[config.mk]
export PLATFORM = sky130hd
export DESIGN_NAME = pipelined_cla_adder
export DESIGN_NICKNAME = d
export VERILOG_FILES = /design/src/rtl/pipelined_cla_adder.sv
export SDC_FILE = /design/constraint.sdc
export NUM_CORES = 1
export LEC_CHECK = 0
export ABC_AREA = 1
export CAP_MARGIN = 20
export CELL_PAD_IN_SITES_DETAIL_PLACEMENT = 1
export CELL_PAD_IN_SITES_GLOBAL_PLACEMENT = 1
export CORE_AREA = 2 2 195 197
export CTS_BUF_LIST = sky130_fd_sc_hd__clkbuf_8 sky130_fd_sc_hd__clkbuf_16
export DETAILED_ROUTE_END_ITERATION = 10
export DIE_AREA = 0 0 197 199
export HOLD_SLACK_MARGIN = 0.06
export PLACE_DENSITY = 0.89
export REMOVE_ABC_BUFFERS = 1
export SKIP_CTS_REPAIR_TIMING = 1
export SLEW_MARGIN = 20
export SYNTH_ARGS = -nofsm -noshare
export SYNTH_HDL_FRONTEND = slang
export SYNTH_SLANG_ARGS = --single-unit
export TNS_END_PERCENT = 5
[constraint.sdc]
create_clock -name clk -period 6.5 [get_ports clk]
set_input_delay 0.65 -clock clk [delete_from_list [all_inputs] [get_ports clk]]
set_output_delay 0.65 -clock clk [all_outputs]
set_load 0.01 [all_outputs]
[src/rtl/pipelined_cla_adder.sv]
`default_nettype none
// +----------------------------------------------------------------------------+
// | Module   : pipelined_cla_adder                                             |
// | Purpose  : Pipelined carry-lookahead add/subtract, one SLICE per stage,    |
// |            valid/ready handshake with global stall. Optional NZCV flags    |
// |            enabled by defining ALU_FLAGS_EN.                               |
// | Revision : 1.0                                                             |
// +----------------------------------------------------------------------------+
module pipelined_cla_adder #(
    parameter int WIDTH = 64,
    parameter int SLICE = 16
) (
    input  logic             clk,
    input  logic             rst,
    input  logic             in_valid,
    output logic             in_ready,
    input  logic [WIDTH-1:0] a,
    input  logic [WIDTH-1:0] b,
    input  logic             cin,
    input  logic             sub,
    output logic             out_valid,
    input  logic             out_ready,
    output logic [WIDTH-1:0] s,
    output logic             cout,
    output logic             G,
    output logic             P,
    output logic [3:0]       flags
);

    localparam int c_STAGES = WIDTH / SLICE;
    localparam int c_LO_TOT = SLICE * c_STAGES * (c_STAGES + 1) / 2;
    localparam int c_HI_TOT = (c_STAGES - 1) * WIDTH - SLICE * (c_STAGES - 1) * c_STAGES / 2;
    localparam int c_HI_W   = (c_HI_TOT > 0) ? c_HI_TOT : 1;

    if ((WIDTH % SLICE != 0) || (SLICE % 4 != 0)) begin : g_param_check
        $error("pipelined_cla_adder: WIDTH must be a multiple of SLICE and SLICE a multiple of 4");
    end

    // Returns {carry_out, slice_G, slice_P, sum} built from 4-bit lookahead groups.
    function automatic logic [SLICE+2:0] f_cla_slice(input logic [SLICE-1:0] x,
                                                     input logic [SLICE-1:0] y,
                                                     input logic             ci);
        logic [3:0]       gi;
        logic [3:0]       pi;
        logic [SLICE-1:0] sm;
        logic             c;
        logic             gg;
        logic             sg;
        logic             sp;
        c  = ci;
        sg = 1'b0;
        sp = 1'b1;
        sm = '0;
        for (int j = 0; j < SLICE / 4; j++) begin
            gi = x[4*j +: 4] & y[4*j +: 4];
            pi = x[4*j +: 4] ^ y[4*j +: 4];
            sm[4*j +: 4] = pi ^ {gi[2] | (pi[2] & gi[1]) | (pi[2] & pi[1] & gi[0]) | (pi[2] & pi[1] & pi[0] & c),
                                 gi[1] | (pi[1] & gi[0]) | (pi[1] & pi[0] & c),
                                 gi[0] | (pi[0] & c),
                                 c};
            gg = gi[3] | (pi[3] & gi[2]) | (pi[3] & pi[2] & gi[1]) | (pi[3] & pi[2] & pi[1] & gi[0]);
            c  = gg | (&pi & c);
            sg = gg | (&pi & sg);
            sp = sp & (&pi);
        end
        return {c, sg, sp, sm};
    endfunction

    logic [WIDTH-1:0]    w_b_eff;
    logic                w_adv;
    logic [c_STAGES-1:0] w_v;
    logic [c_STAGES-1:0] w_c;
    logic [c_STAGES-1:0] w_g;
    logic [c_STAGES-1:0] w_p;
    logic [c_LO_TOT-1:0] w_lo;
    logic [c_HI_W-1:0]   w_hi_a;
    logic [c_HI_W-1:0]   w_hi_b;
`ifdef ALU_FLAGS_EN
    logic [c_STAGES-1:0] w_z;
    logic                w_ovf;
`endif

    assign w_b_eff = sub ? ~b : b;
    assign w_adv   = ~w_v[c_STAGES-1] | out_ready;

    if (c_HI_TOT == 0) begin : g_no_hi
        assign w_hi_a = 1'b0;
        assign w_hi_b = 1'b0;
    end

    // Finished sums and unconsumed operands are packed per stage into w_lo / w_hi_*.
    genvar k;
    for (k = 0; k < c_STAGES; k++) begin : g_stage
        localparam int c_OP_W     = WIDTH - k * SLICE;
        localparam int c_LO_W     = (k + 1) * SLICE;
        localparam int c_LO_OFF   = SLICE * k * (k + 1) / 2;
        localparam int c_PLO_OFF  = SLICE * (k - 1) * k / 2;
        localparam int c_HI_OFF   = k * WIDTH - SLICE * k * (k + 1) / 2;
        localparam int c_PHI_OFF  = (k - 1) * WIDTH - SLICE * (k - 1) * k / 2;

        logic              w_vi;
        logic              w_ci;
        logic              w_gi;
        logic              w_pi;
        logic [c_OP_W-1:0] w_op_a;
        logic [c_OP_W-1:0] w_op_b;
        logic [c_LO_W-1:0] w_lo_next;
        logic [SLICE+2:0]  w_slc;
        logic              r_v;
        logic              r_c;
        logic              r_g;
        logic              r_p;
        logic [c_LO_W-1:0] r_lo;

        if (k == 0) begin : g_first
            assign w_vi      = in_valid;
            assign w_ci      = cin;
            assign w_gi      = 1'b0;
            assign w_pi      = 1'b1;
            assign w_op_a    = a;
            assign w_op_b    = w_b_eff;
            assign w_lo_next = w_slc[SLICE-1:0];
        end else begin : g_next
            assign w_vi      = w_v[k-1];
            assign w_ci      = w_c[k-1];
            assign w_gi      = w_g[k-1];
            assign w_pi      = w_p[k-1];
            assign w_op_a    = w_hi_a[c_PHI_OFF +: c_OP_W];
            assign w_op_b    = w_hi_b[c_PHI_OFF +: c_OP_W];
            assign w_lo_next = {w_slc[SLICE-1:0], w_lo[c_PLO_OFF +: k*SLICE]};
        end

        assign w_slc = f_cla_slice(w_op_a[SLICE-1:0], w_op_b[SLICE-1:0], w_ci);

        always_ff @(posedge clk) begin
            if (rst) begin
                r_v  <= 1'b0;
                r_c  <= 1'b0;
                r_g  <= 1'b0;
                r_p  <= 1'b0;
                r_lo <= '0;
            end else if (w_adv) begin
                r_v  <= w_vi;
                r_c  <= w_slc[SLICE+2];
                r_g  <= w_slc[SLICE+1] | (w_slc[SLICE] & w_gi);
                r_p  <= w_slc[SLICE] & w_pi;
                r_lo <= w_lo_next;
            end
        end

        assign w_v[k] = r_v;
        assign w_c[k] = r_c;
        assign w_g[k] = r_g;
        assign w_p[k] = r_p;
        assign w_lo[c_LO_OFF +: c_LO_W] = r_lo;

        if (k < c_STAGES - 1) begin : g_hi
            localparam int c_HW = c_OP_W - SLICE;
            logic [c_HW-1:0] r_ha;
            logic [c_HW-1:0] r_hb;
            always_ff @(posedge clk) begin
                if (rst) begin
                    r_ha <= '0;
                    r_hb <= '0;
                end else if (w_adv) begin
                    r_ha <= w_op_a[c_OP_W-1:SLICE];
                    r_hb <= w_op_b[c_OP_W-1:SLICE];
                end
            end
            assign w_hi_a[c_HI_OFF +: c_HW] = r_ha;
            assign w_hi_b[c_HI_OFF +: c_HW] = r_hb;
        end

`ifdef ALU_FLAGS_EN
        logic w_zi;
        logic r_z;
        if (k == 0) begin : g_zfirst
            assign w_zi = 1'b1;
        end else begin : g_znext
            assign w_zi = w_z[k-1];
        end
        always_ff @(posedge clk) begin
            if (rst)        r_z <= 1'b0;
            else if (w_adv) r_z <= w_zi & ~|w_slc[SLICE-1:0];
        end
        assign w_z[k] = r_z;

        // The top slice still holds both operand sign bits for overflow.
        if (k == c_STAGES - 1) begin : g_ovf
            logic r_ovf;
            always_ff @(posedge clk) begin
                if (rst)        r_ovf <= 1'b0;
                else if (w_adv) r_ovf <= (w_op_a[SLICE-1] == w_op_b[SLICE-1]) &
                                         (w_slc[SLICE-1] != w_op_a[SLICE-1]);
            end
            assign w_ovf = r_ovf;
        end
`endif
    end

    assign in_ready  = w_adv;
    assign out_valid = w_v[c_STAGES-1];
    assign s         = w_lo[c_LO_TOT-1 -: WIDTH];
    assign cout      = w_c[c_STAGES-1];
    assign G         = w_g[c_STAGES-1];
    assign P         = w_p[c_STAGES-1];
`ifdef ALU_FLAGS_EN
    assign flags     = {s[WIDTH-1], w_z[c_STAGES-1], w_c[c_STAGES-1], w_ovf};
`else
    assign flags     = 4'b0000;
`endif

endmodule
`default_nettype wire

==> results.sh, run 1 <==
export IMPL_drtIter0Drc=677
export IMPL_dp_hpwl_mm=27.2
export IMPL_drv_cap=0
export IMPL_vias_per_cell=5.22
export IMPL_ios=207
export IMPL_max_slew_margin_rel_pct=23.2
export IMPL_grt_pass1_vias=14600
export IMPL_ys_ff_latch=368
export IMPL_fin_util_pct=52.8
export IMPL_hold_violations=0
export IMPL_synth_top_cell_by_area="dfxtp_1"
export IMPL_swShare_pct=25.4
export IMPL_finClkSkew_ns=0.0200
export IMPL_path_max_fanout=33
export IMPL_internal_power_mw=4.17
export IMPL_clock_power_share_pct=41.9
export IMPL_fin_cells=2671
export IMPL_antenna_found_initial=0
export IMPL_startpoint_type="input port"
export IMPL_placed_area_um2=18200
export IMPL_cts_sinks=368
export IMPL_synthDistinctLibCells=36
export IMPL_portBuffers=202
export IMPL_synth_top_family_by_area="simple AND/OR/NAND/NOR gates"
export IMPL_dp_cells=2600
export IMPL_holdWs_ns=0.440
export IMPL_ys_warn_count=0
export IMPL_power_mw=5.59
export IMPL_max_slew_worst_pin_slew_ns=1.15
export IMPL_powerDensity_nw_per_um2=285
export IMPL_finalMaxSlewViolations=0
export IMPL_synthCells=2046
export IMPL_synth_xor_area_share_pct=5.01
export IMPL_seqPwrFrac_pct=45.4
export IMPL_fin_ws_ns=2.98
export IMPL_dpl_worst_slack_ns=2.55
export IMPL_grt_busiest_layer="met2"
export IMPL_async_flop_share_pct=0
export IMPL_area_growth_pct=21.9
export IMPL_synth_mux_area_share_pct=0
export IMPL_first_pass_iters=4
export IMPL_clk_latency_ns=0.55
export IMPL_pwr_share_comb_pct=12.6
export IMPL_avgSynthCellArea_um2=7.86
export IMPL_clk_pin_slew_ns=0.06
export IMPL_num_vias=13900
export IMPL_cts_root_buf="clkbuf_16"
export IMPL_synth_simple_area_share_pct=18.5
export IMPL_crit_path_end_kind="register"
export IMPL_grtUsageMet1_pct=26.2
export IMPL_synth_area_um2=16100
export IMPL_fmax_mhz=284
export IMPL_die_h_um=199
export IMPL_grt_use_met3_pct=3.49
export IMPL_cts_buffers=42
export IMPL_grt_util_met2_pct=40.3
export IMPL_layout_min_cycle_time_ns=3.52
export IMPL_grt_max_degree=269
export IMPL_hold_path_class="reg -> reg"
export IMPL_cts_tree="built"
export IMPL_antenna_cells=0
export IMPL_htree_num_levels=2
export IMPL_drt_total_wl_mm=43.0
export IMPL_synth_compound_area_share_pct=17.5
export IMPL_rows=71
export IMPL_drc=0
export IMPL_ys_top_cells_by_area="dfxtp_1, nor2_1, o21ai_0, ha_1, a21oi_1"
export IMPL_cp_required_ns=6.87
export IMPL_synth_top_area_share_pct=45.8
export IMPL_grt_pass1_wl_mm=70.7
export IMPL_setup_violations=0
export IMPL_ant_nets=0
export IMPL_grt_ovfl_total=0
export IMPL_synth_ff_type="dfxtp_1"
export IMPL_yosys_area_share_adder_pct=6.97
export IMPL_synth_edf_count=0
export IMPL_gp_congestion=0.833
export IMPL_cts_path_max_buffers=3
export IMPL_p_leak_nw=9.16
export IMPL_crit_type="in -> reg"
export IMPL_worstPathArrival_ns=3.89
export IMPL_fin_tns_setup_ns=0
export IMPL_grtUsageTotal_pct=21.9
export IMPL_die_w_um=197
export IMPL_wl_per_cell_um=16.1
export IMPL_run_status="finished, final reports clean"
export IMPL_post_route_period_util_pct=54.2
export IMPL_yosysSeqAreaShare_pct=45.8
export IMPL_drive_gt1_share_pct=5.69
export IMPL_rsz0062_at_grt="false"
export IMPL_switchingPower_mw=1.42
export IMPL_nets=2384
export IMPL_fin_area_um2=19600
export IMPL_dieArea_um2=39200
export IMPL_coreArea_um2=37100
export IMPL_start_util_pct=43.3
export IMPL_ir_drop_mv=0.181
-- path summary, 6_finish.rpt --
check,start,endpoint,slack (ns),cells past startpoint
max,sub,g_stage[0].r_lo[13],2.98,16
max reg2reg,out_valid,s[62],3.94,8
min,g_stage[0].g_hi.r_hb[42],g_stage[1].g_hi.r_hb[26],0.44,2
min reg2reg,g_stage[0].g_hi.r_hb[42],g_stage[1].g_hi.r_hb[26],0.44,2
-- kinds of logic after synthesis --
family	Yosys count
and+or+nand+nor	715
AOI/OAI and AO/OA	540
xor gates and xnor gates	92
adders and majority gates	80
DFF	368
other	1
buffers and inverters	250
-- worst max-delay path, stage by stage --
cell and delay [ns]:
buf_4 0.49, buf_4 0.66, xor2_1 0.16, ha_1 0.37, nand2_1 0.10, nor2_2 0.13, nand2_1 0.07, nand3_2 0.09
nand2_1 0.07, nand2_2 0.09, nand2_2 0.06, nand2_2 0.10, inv_1 0.07, fa_1 0.40, xor2_1 0.22, a21oi_1 0.12
-- power by group through the flow --
stage               clock, mW  combinational [mW]  sequential (mW)
floorplan                   0               0.431             2.57
global placement            0               0.660             2.58
detailed placement          0               0.700             2.59
CTS                      2.39               0.715             2.54
global route             2.50               0.797             2.56
finish                   2.34               0.707             2.54
-- layer usage --
layer  part of all wire [%]  wire (um)
met1                     43      18400
met2                     51      21900
met3                    3.9       1690
met4                    2.5       1080
met5                      0          0
-- sequential cells by signal, summed over array words and instances (netlist names) --
register	cells
g_stage.g_hi.r_hb	96
g_stage.r_lo	96
g_stage.r_c	3
P	1
g_stage.r_g	3
g_stage.r_v	3
cout	1
g_stage.r_p	3
g_stage.g_hi.r_ha	96
s	64
G	1
out_valid	1
-- layout make-up --
cell class              count  area (um^2)
clock buffers              52         1200
clock inverters            19          164
fillers                  4467        17500
inverters                 119          462
multi-input cells        1431         7730
flip-flops and latches    368         7370
well taps                 474          593
repair buffers            208         2090
-- synth_stat cells (10+ instances only) --
cell type  instances
buf_2             40
a21oi_1          131
dfxtp_1          368
xor2_1            25
ha_1              64
fa_1              16
nor2_1           499
nand2_4           10
inv_1            113
nand4_1           12
nand3_1           43
nand2_1          112
o21ai_0          365
nand2_2           12
o21bai_1          22
xnor2_1           67
clkbuf_1          85
-- cells in the final DEF (no fill, tap or decap), drive strengths merged --
| master | synthesis | routed |
|---|---|---|
| a21oi | 140 | 140 |
| a21o | 3 | 3 |
| dfxtp | 368 | 368 |
| clkinv | 1 | 5 |
| xnor2 | 67 | 67 |
| nor3 | 7 | 7 |
| fa | 16 | 16 |
| a31o | 2 | 2 |
| a31oi | 4 | 4 |
| nor2 | 505 | 505 |
| clkdlybuf4s50 | 0 | 201 |
| nand3b | 1 | 1 |
| o21bai | 22 | 22 |
| conb | 1 | 4 |
| o211ai | 2 | 2 |
| clkbuf | 85 | 52 |
| nor4 | 1 | 1 |
| nor4b | 1 | 1 |
| ha | 64 | 64 |
| nand3 | 47 | 47 |
| bufinv | 0 | 3 |
| buf | 46 | 7 |
| or2 | 7 | 7 |
| nand4 | 12 | 12 |
| inv | 118 | 130 |
| nand2 | 134 | 134 |
| xor2 | 25 | 25 |
| o21ai | 367 | 367 |
No activity file was read; power rests on OpenSTA's default activity.
==> run 2, diff against run 1 <==
--- a/config.mk
+++ b/config.mk
@@ -9,12 +9,12 @@
 export CAP_MARGIN = 20
 export CELL_PAD_IN_SITES_DETAIL_PLACEMENT = 1
 export CELL_PAD_IN_SITES_GLOBAL_PLACEMENT = 1
-export CORE_AREA = 2 2 195 197
+export CORE_AREA = 2 2 212 214
 export CTS_BUF_LIST = sky130_fd_sc_hd__clkbuf_8 sky130_fd_sc_hd__clkbuf_16
 export DETAILED_ROUTE_END_ITERATION = 10
-export DIE_AREA = 0 0 197 199
+export DIE_AREA = 0 0 214 216
 export HOLD_SLACK_MARGIN = 0.06
-export PLACE_DENSITY = 0.89
+export PLACE_DENSITY = 0.8
 export REMOVE_ABC_BUFFERS = 1
 export SKIP_CTS_REPAIR_TIMING = 1
 export SLEW_MARGIN = 20
==> constraint.sdc (replaced) <==
create_clock -name clk -period 2.8 [get_ports clk]
set_input_delay 0.28 -clock clk [delete_from_list [all_inputs] [get_ports clk]]
set_output_delay 0.28 -clock clk [all_outputs]
set_load 0.01 [all_outputs]
==> results.sh, run 2 (same netlist as run 1, synthesis figures left out) <==
export IMPL_cts_path_max_buffers=3
export IMPL_ant_nets=0
export IMPL_setup_violations=0
export IMPL_drt_total_wl_mm=42.1
export IMPL_fin_tns_setup_ns=0
export IMPL_clk_latency_ns=0.56
export IMPL_start_util_pct=36.7
export IMPL_path_buf_inv=0
export IMPL_multi_input_area_um2=7730
export IMPL_htree_num_levels=2
export IMPL_cp_depth=10
export IMPL_switchingPower_mw=3.30
export IMPL_dp_hpwl_mm=27.6
export IMPL_run_status="finished, final reports clean"
export IMPL_slowest_stage="fa_1"
export IMPL_max_slew_worst_pin_slew_ns=0.777
export IMPL_wl_per_cell_um=15.0
export IMPL_grt_pass1_vias=14600
export IMPL_finClkSkew_ns=0.0158
export IMPL_r2r_start="g_stage[2].g_hi.r_ha[3]"
export IMPL_die_w_um=214
export IMPL_rr_worst_depth=10
export IMPL_num_vias=13800
export IMPL_antenna_cells=0
export IMPL_fillers=5256
export IMPL_first_pass_iters=5
export IMPL_hold_violations=0
export IMPL_cts_tree="built"
export IMPL_cp_startpoint="g_stage[2].g_hi.r_ha[3]"
export IMPL_rsz0062_at_grt="false"
export IMPL_pwr_share_comb_pct=12.3
export IMPL_vias_per_cell=4.91
export IMPL_path_cells="ha_1 > a21oi_1 > nand3_2 > nand2_2 > nand2_4 > nand2_4 > nand2_4 > fa_1 > o21ai_0 > nor2_1"
export IMPL_drc=0
export IMPL_reg_largest_list="g_stage.g_hi.r_ha (96), g_stage.g_hi.r_hb (96), g_stage.r_lo (96)"
export IMPL_final_cell_mix="nor2_1, dfxtp_1, o21ai_0"
export IMPL_crit_path_end_kind="register"
export IMPL_slowest_delay_ns=0.42
export IMPL_cts_root_buf="clkbuf_16"
export IMPL_path_max_fanout=4
export IMPL_grt_max_degree=154
export IMPL_gp_congestion=0.786
export IMPL_coreArea_um2=43800
export IMPL_seqCellArea_um2=7370
export IMPL_fmax_mhz=427
export IMPL_area_growth_pct=25.1
export IMPL_fin_area_um2=20100
export IMPL_final_common_cell="nor2_1"
export IMPL_crit_type="reg -> reg"
export IMPL_finalMaxSlewViolations=0
export IMPL_max_slew_margin_rel_pct=48.2
export IMPL_layout_min_cycle_time_ns=2.34
export IMPL_grt_ovfl_total=0
export IMPL_drive_gt1_share_pct=6.70
export IMPL_nets=2405
export IMPL_cp_endpoint="s[60]"
export IMPL_cp_required_ns=3.24
export IMPL_rows=77
export IMPL_grtUsageTotal_pct=18.3
export IMPL_startpoint_type="register"
export IMPL_grt_pass1_wl_mm=71.0
export IMPL_cts_sinks=368
export IMPL_p_leak_nw=9.35
export IMPL_drtIter0Drc=727
export IMPL_die_h_um=216
export IMPL_cpMostUsedCell="nand2_4"
export IMPL_crit_family="adder cells"
export IMPL_placed_area_um2=18600
export IMPL_clock_power_share_pct=43.7
export IMPL_hold_path_class="in -> reg"
export IMPL_powerDensity_nw_per_um2=665
export IMPL_antenna_found_initial=1
export IMPL_internal_power_mw=10.1
export IMPL_clk_pin_slew_ns=0.06
export IMPL_swShare_pct=24.7
export IMPL_worstPathArrival_ns=2.78
export IMPL_post_route_period_util_pct=83.6
export IMPL_r2r_end="s[60]"
export IMPL_drv_cap=0
export IMPL_cts_buffers=44
export IMPL_dieArea_um2=46200
export IMPL_ir_drop_mv=0.328
export IMPL_portBuffers=202
export IMPL_seqPwrFrac_pct=44.1
export IMPL_ios=207
export IMPL_reg2reg_slack_ns=0.46
run 2: power groups by stage:
stage | Clock [mW] | Combinational, mW | Sequential (mW)
2_1_floorplan | 0 | 1.00 | 5.97
3_3_place_gp | 0 | 1.57 | 5.98
3_5_place_dp | 0 | 1.64 | 6.00
4_1_cts | 6.02 | 1.66 | 5.90
5_1_grt | 6.22 | 1.86 | 5.95
6_report | 5.84 | 1.64 | 5.89
run 2: per-layer routing:
| metal | global-route usage, % | vias to the layer above | share of wire (%) |
|---|---|---|---|
| li1 | - | 6955 | - |
| met1 | 22.5 | 6587 | 45 |
| met2 | 32.7 | 205 | 49 |
| met3 | 3.03 | 65 | 3.6 |
| met4 | 5.92 | 2 | 2.4 |
| met5 | 0 | - | 0.031 |
run 2: final cells by class:
class | instances | area share [%]
multi-input cells | 1431 | 38.4
inverters | 119 | 2.30
repair buffers | 227 | 11.5
well taps | 592 | 3.68
clock buffers | 56 | 6.35
flip-flops and latches | 368 | 36.6
clock inverters | 22 | 1.11
run 2: worst register-to-register path, cell delays in order, from the launching register on:
cell	delay, ns
dfxtp_1	0.32
ha_1	0.34
a21oi_1	0.29
nand3_2	0.18
nand2_2	0.11
nand2_4	0.08
nand2_4	0.07
nand2_4	0.06
fa_1	0.42
o21ai_0	0.27
nor2_1	0.07
run 2: worst min path at each step:
| stage | start | end | slack, ns | cells past startpoint |
|---|---|---|---|---|
| after global routing | a[34] | g_stage[0].g_hi.r_ha[18] | 0.36 | 3 |
| final | a[56] | g_stage[0].g_hi.r_ha[40] | 0.36 | 3 |
| after global placement | g_stage[0].g_hi.r_hb[19] | g_stage[1].g_hi.r_hb[3] | 0.43 | 2 |
| after CTS | a[36] | g_stage[0].g_hi.r_ha[20] | 0.33 | 3 |
| after floorplan | rst | P | 0.35 | 1 |
| after detailed placement | g_stage[0].g_hi.r_hb[46] | g_stage[1].g_hi.r_hb[30] | 0.43 | 2 |
run 2: metrics by stage:
step / worst slack, ns / cells / power [mW] / hold slack, ns / util [%]
final: 0.460 / 2815 / 13.4 / 0.364 / 45.9
after global routing: 0.346 / 2815 / 14.0 / 0.363 / 45.9
after CTS: 0.423 / 2815 / 13.6 / 0.329 / 45.9
after detailed placement: -0.00232 / 2737 / 7.64 / 0.432 / 42.5
after global placement: 0.0578 / 2737 / 7.55 / 0.433 / 42.5
after floorplan: -4.68 / 1918 / 6.97 / 0.349 / -
==> edit 1 (settings of run 1) <==
The parameter `SLICE` goes from 16 to 32.
--- a/src/rtl/pipelined_cla_adder.sv
+++ b/src/rtl/pipelined_cla_adder.sv
@@ -9,5 +9,5 @@
 module pipelined_cla_adder #(
     parameter int WIDTH = 64,
-    parameter int SLICE = 16
+    parameter int SLICE = 32
 ) (
     input  logic             clk,
Formal check against the unedited RTL: not equivalent (Yosys sat finds a counterexample within 4 cycles, from zero or initial values and one cycle with rst high).
==> edit 1 against run 1 <==
  * Power down 46%
  * Global-route usage down 6.8 points
  * Final area down 38%
  * Routed wire length down 32%
  * Sequential cell count down 200
  * First-iteration DRC count down 57%
  * Critical endpoint is now in_ready
  * Setup slack worse by 0.16 ns
  * Core utilization down 20 points
  * Synthesized area down 43%
  * Hold slack better by 0.021 ns
  * Clock power down 58%
==> edit 1: results (changes against run 1) <==
Parameter                              Value

Outcome
  Outcome    complete, no violations

Routing
  Metal1 wirelength    12200 µm (-34%)
  Sum of met3 wire segment lengths after detailed routing    1770 µm (+4.8%)
  Number of vias per cell after detailed routing    4.65 (-11%)
  Routed wire length on met2    14700 µm (-33%)
  Detail-routed net length per standard cell    16.1 µm (about the same)
  Drt first pass iters    5 (+1)
  Number of violations reported at the end of detailed-routing iteration 0    291 (-57%)

Yosys
  Share of synthesized area occupied by flip-flops and latches    36.8% (-9.0 points)
  Post-synthesis share of cell area spent on xor and xnor gates    9.38% (+4.4 points)
  Area fraction in compound gates after synthesis    18.3% (+0.83 points)
  Adder-cell share of the synthesized area    12.3% (+5.3 points)
  Top cells by area in the synthesized netlist    sky130_fd_sc_hd__dfxtp_1, sky130_fd_sc_hd__o21ai_0, sky130_fd_sc_hd__ha_1
  Unique masters post-synth    38 (+5.6%)
  Leading cell types by count after synthesis    sky130_fd_sc_hd__dfxtp_1, sky130_fd_sc_hd__nor2_1, sky130_fd_sc_hd__o21ai_0

STA
  Least-Margin Pin Slew    1.01 ns (-0.147 ns)
  Fin Clk Skew    0.0108 ns (-0.00912 ns)

Clock network
  Clock buffer count from CTS    17 (-60%)
  Buffer levels on the longest clock path    2 (-1)
  Worst-Skew Late Latency    0.44 ns (-0.11 ns)
  Count of H-tree levels built during CTS    4 (+2)

Worst setup path
  Largest stage delay on the critical path    0.80 ns (+0.14 ns)
  Crit-path slowest cell    sky130_fd_sc_hd__nor2_4
  Critical path peak fanout    105 (+220%)
  Worst reg-to-reg setup slack    3.64 ns (-0.30 ns)
  Worst setup path start    out_ready
  Number of cells on the worst reg-to-reg path    7 (-1)
  Data arrival, critical path    3.03 ns (-0.86 ns)
  End of the worst register-to-register path    g_stage[0].r_lo[22]

Global route
  Total global-route track usage    15.1% (-6.8 points)
  Number of antenna violations at the first check in global routing    1 (+1)
  Number of global-route vias before repair    9064 (-38%)
  Maximum number of pins on one net before global-route repair    106 (-61%)
  Global-route wire length before repair    46400 µm (-34%)

Worst hold path
  Startpoint of the worst hold path    g_stage[0].r_v

Placement
  RD Place Congestion    0.822 (-1.3%)
  Detailed placer's ending HPWL    21700 µm (-20%)
  DP Area    11600 µm² (-37%)

Layout
  Share of post-route cells with drive strength above 1    5.67% (-0.022 points)
  Nets    1542 (-35%)

Power
  Maximum resistive drop on vdd    175 µV (-3.5%)
  Leakage dissipation    5.50 nW (-40%)
==> edit 1: cell count changes after synthesis, sizes merged, moves of 4 or more <==
cell	before	now
nand2	134	108
xnor2	67	51
inv	118	104
nand4	12	7
a211oi	0	4
dfxtp	368	168
buf	46	10
xor2	25	47
nor2	505	170
nand3	47	36
o211ai	2	7
clkbuf	85	54
a21oi	140	107
o21ai	367	168
==> edit 1: worst min-delay path, cell delays in order (launching register included) <==
cell and delay (ns):
sky130_fd_sc_hd__dfxtp_1 0.30, sky130_fd_sc_hd__inv_1 0.06, sky130_fd_sc_hd__a21oi_1 0.05
==> edit 1: cell type report <==
cell class,count,area (µm²)
clock inverters,13,96.3
repair buffers,207,2060
fillers,4477,25000
inverters,105,402
flip-flops and latches,168,3360
multi-input cells,829,5150
well taps,474,593
diodes,1,2.50
clock buffers,19,453
==> edit 1: worst min path at each step <==
stage                           endpoint  slack [ns]  depth (start not counted)
after floorplan                     s[1]        0.42                          2
after CTS                 g_stage[0].r_v        0.47                          2
after global placement    g_stage[0].r_v        0.44                          2
final                     g_stage[0].r_v        0.46                          2
after detailed placement  g_stage[0].r_v        0.45                          2
after global routing      g_stage[0].r_v        0.47                          2
==> edit 1: report_power, final <==
group          internal, W  leakage [nW]  switching (W)
Clock             0.000513         0.259       0.000480
Combinational     0.000376          3.84       0.000422
Sequential         0.00116          1.40      0.0000735
Total              0.00205          5.50       0.000975
==> edit 1: logic make-up after synthesis <==
group	Yosys count
buffers and inverters	169
AO/OA/AOI/OAI	313
XOR/XNOR	98
flip-flops	168
AND/OR/NAND/NOR	334
adder cells (fa/ha/maj)	80
other	1
==> edit 1: stage by stage <==
stage	setup slack [ns]	TNS (ns)	total power, W	instances
3_3_place_gp	2.73	0	0.00201	1783
4_1_cts	2.74	0	0.00308	1815
6_report	2.82	0	0.00302	1816
3_5_place_dp	2.53	0	0.00206	1783
5_1_grt	2.61	0	0.00321	1815
2_1_floorplan	-1.34	-195.03	0.00169	1102
==> edit 1: layer usage <==
metal	track usage (%)	up-vias
met5	0	-
met4	5.24	0
met3	4.37	42
met2	26.9	210
met1	17.2	4047
li1	-	4139
==> edit 2 (config.mk and constraints of run 1) <==
Without the edit above. Add a define of `ALU_FLAGS_EN`.
--- a/src/rtl/pipelined_cla_adder.sv
+++ b/src/rtl/pipelined_cla_adder.sv
@@ -7,4 +7,6 @@
 // | Revision : 1.0                                                             |
 // +----------------------------------------------------------------------------+
+`define ALU_FLAGS_EN
+
 module pipelined_cla_adder #(
     parameter int WIDTH = 64,
Behaviour: not the same (a bounded check fails within 10 cycles, from zero or initial values and one cycle with rst high).
==> edit 2 against run 1 <==
  * Combinational power rose by 12%
  * First-iteration DRC count up 5.9%
  * Register-to-register slack got worse by 0.79 ns
  * Setup slack got worse by 0.069 ns
  * Final area rose by 3.4%
  * Power rose by 3.8%
  * Routed wire length grew 10%
  * Maximum frequency fell by 1.9%
  * Clock power rose by 4%
  * Sequential cell count up 5
  * Clock skew down 0.0050 ns
  * Final cell count increased by 4.2%
  * Synthesized area increased by 3.1%
  * Largest cell class unchanged
==> edit 2: results (changes against run 1) <==
Parameter                              Value

Worst setup path
  Worst reg-to-reg setup slack    3.15 ns (-0.79 ns)
  Largest stage delay on the critical path    0.54 ns (-0.12 ns)
  Crit-path slowest cell    sky130_fd_sc_hd__fa_1
  Termination of the worst setup path    g_stage[0].r_z
  Number of cells on the worst reg-to-reg path    17 (+9)
  Dominant delay contributor by cell family on the critical path    simple AND/OR/NAND/NOR gates
  Beginning of the worst register-to-register path    g_stage[0].g_hi.r_ha[3]
  Critical path peak fanout    31 (-6.1%)

Layout
  Cell Count, Final, Fillers Out    2782 (+4.2%)
  Diode insertion count for antenna repair    1 (+1)
  Registers with the highest flip-flop counts    g_stage.g_hi.r_ha x96, g_stage.g_hi.r_hb x96, g_stage.r_lo x96
  Share of final layout cell area taken by clock buffers and inverters    7.14% (+0.18 points)
  Share of post-route cells with drive strength above 1    5.81% (+0.12 points)
  Total of fill cells in the finished design    4530 (+1.4%)
  Fraction of area in non-clock buffers    10.6% (-0.041 points)
  Nets    2491 (+4.5%)
  Buffers, non-clock    215 (+3.4%)
  Count of multi-input combinational gates    1507 (+5.3%)
  Multi-input logic portion of the cell area    39.8% (+0.42 points)
  Clkbuf count    60 (+15%)

Yosys
  Share of synthesized area occupied by flip-flops and latches    45.0% (-0.76 points)
  Mean post-synth cell area    7.71 µm² (-2.0%)
  Warnings, synthesis    0 (unchanged)
  Top cells by area in the synthesized netlist    sky130_fd_sc_hd__dfxtp_1, sky130_fd_sc_hd__nor2_1, sky130_fd_sc_hd__o21ai_0
  Post-synthesis share of cell area spent on xor and xnor gates    4.54% (-0.47 points)
  Unique masters post-synth    38 (+5.6%)
  Leading cell types by count after synthesis    sky130_fd_sc_hd__nor2_1, sky130_fd_sc_hd__dfxtp_1, sky130_fd_sc_hd__o21ai_0
  Synthesized flop and latch total    373 (+1.4%)

Placement
  Instance count after placement with tap cells included    2707 (+4.1%)
  Input/output buffers    206 (+2.0%)
  DP Area    18800 µm² (+3.2%)
  RD Place Congestion    0.867 (+4.0%)
  Detailed placer's ending HPWL    30100 µm (+11%)

Routing
  Routed wire length on met2    23700 µm (+8.4%)
  DRT Wirelength    47300 µm (+10%)
  Drt first pass iters    5 (+1)
  Sum of met3 wire segment lengths after detailed routing    1630 µm (-3.3%)
  Metal1 wirelength    20400 µm (+11%)
  Total via count after detailed routing    14700 (+5.2%)

Global route
  Global routing usage on met2    44.0% (+3.7 points)
  Number of antenna violations at the first check in global routing    1 (+1)
  Maximum number of pins on one net before global-route repair    220 (-18%)
  GRT met1 Usage    29.0% (+2.8 points)
  Met3 Usage GRT    3.27% (-0.22 points)

Outcome
  Outcome    complete, no violations

Power
  Maximum resistive drop on vdd    230 µV (+27%)
  Leakage dissipation    9.48 nW (+3.5%)
  Power per standard cell area    286 nW/µm² (+0.39%)

STA
  Final Cycle Share    55.2% (+1.1 points)
  Fin Clk Skew    0.0150 ns (-0.00499 ns)
  Least-Margin Pin Slew    1.18 ns (+0.0306 ns)
==> edit 2: cell count changes after synthesis, sizes merged, moves of 5 or more <==
cell and delta:
nand3 +6, o211ai +18, nor2 +13, clkbuf +28, xor2 -6, o21bai -7, nand2 +69, inv +20
o21ai -16, buf -26, dfxtp +5, or2 -6
==> edit 2: report_power, final <==
group / switching, W / leakage [nW] / internal [W]
clock network: 0.000951 / 0.744 / 0.00149
logic: 0.000452 / 5.66 / 0.000339
registers: 0.000101 / 3.07 / 0.00247
total: 0.00150 / 9.48 / 0.00430
==> edit 2: through the flow <==
| stage | utilization [%] | hold slack (ns) | setup TNS (ns) |
|---|---|---|---|
| after detailed placement | 50.7 | 0.436 | 0 |
| final | 54.6 | 0.443 | 0 |
| after CTS | 54.6 | 0.445 | 0 |
| after global placement | 50.7 | 0.432 | 0 |
| after floorplan | - | 0.422 | -3530.62 |
| after global routing | 54.6 | 0.473 | 0 |
==> edit 2: worst min-delay path by stage <==
stage / startpoint / endpoint / cells past startpoint
2_1_floorplan: g_stage[0].g_hi.r_hb[26] / g_stage[1].g_hi.r_hb[10] / 2
3_3_place_gp: g_stage[0].g_hi.r_hb[43] / g_stage[1].g_hi.r_hb[27] / 2
3_5_place_dp: g_stage[0].g_hi.r_hb[26] / g_stage[1].g_hi.r_hb[10] / 2
4_1_cts: g_stage[0].g_hi.r_hb[26] / g_stage[1].g_hi.r_hb[10] / 2
5_1_grt: g_stage[0].g_hi.r_hb[33] / g_stage[1].g_hi.r_hb[17] / 2
6_report: g_stage[0].g_hi.r_hb[26] / g_stage[1].g_hi.r_hb[10] / 2
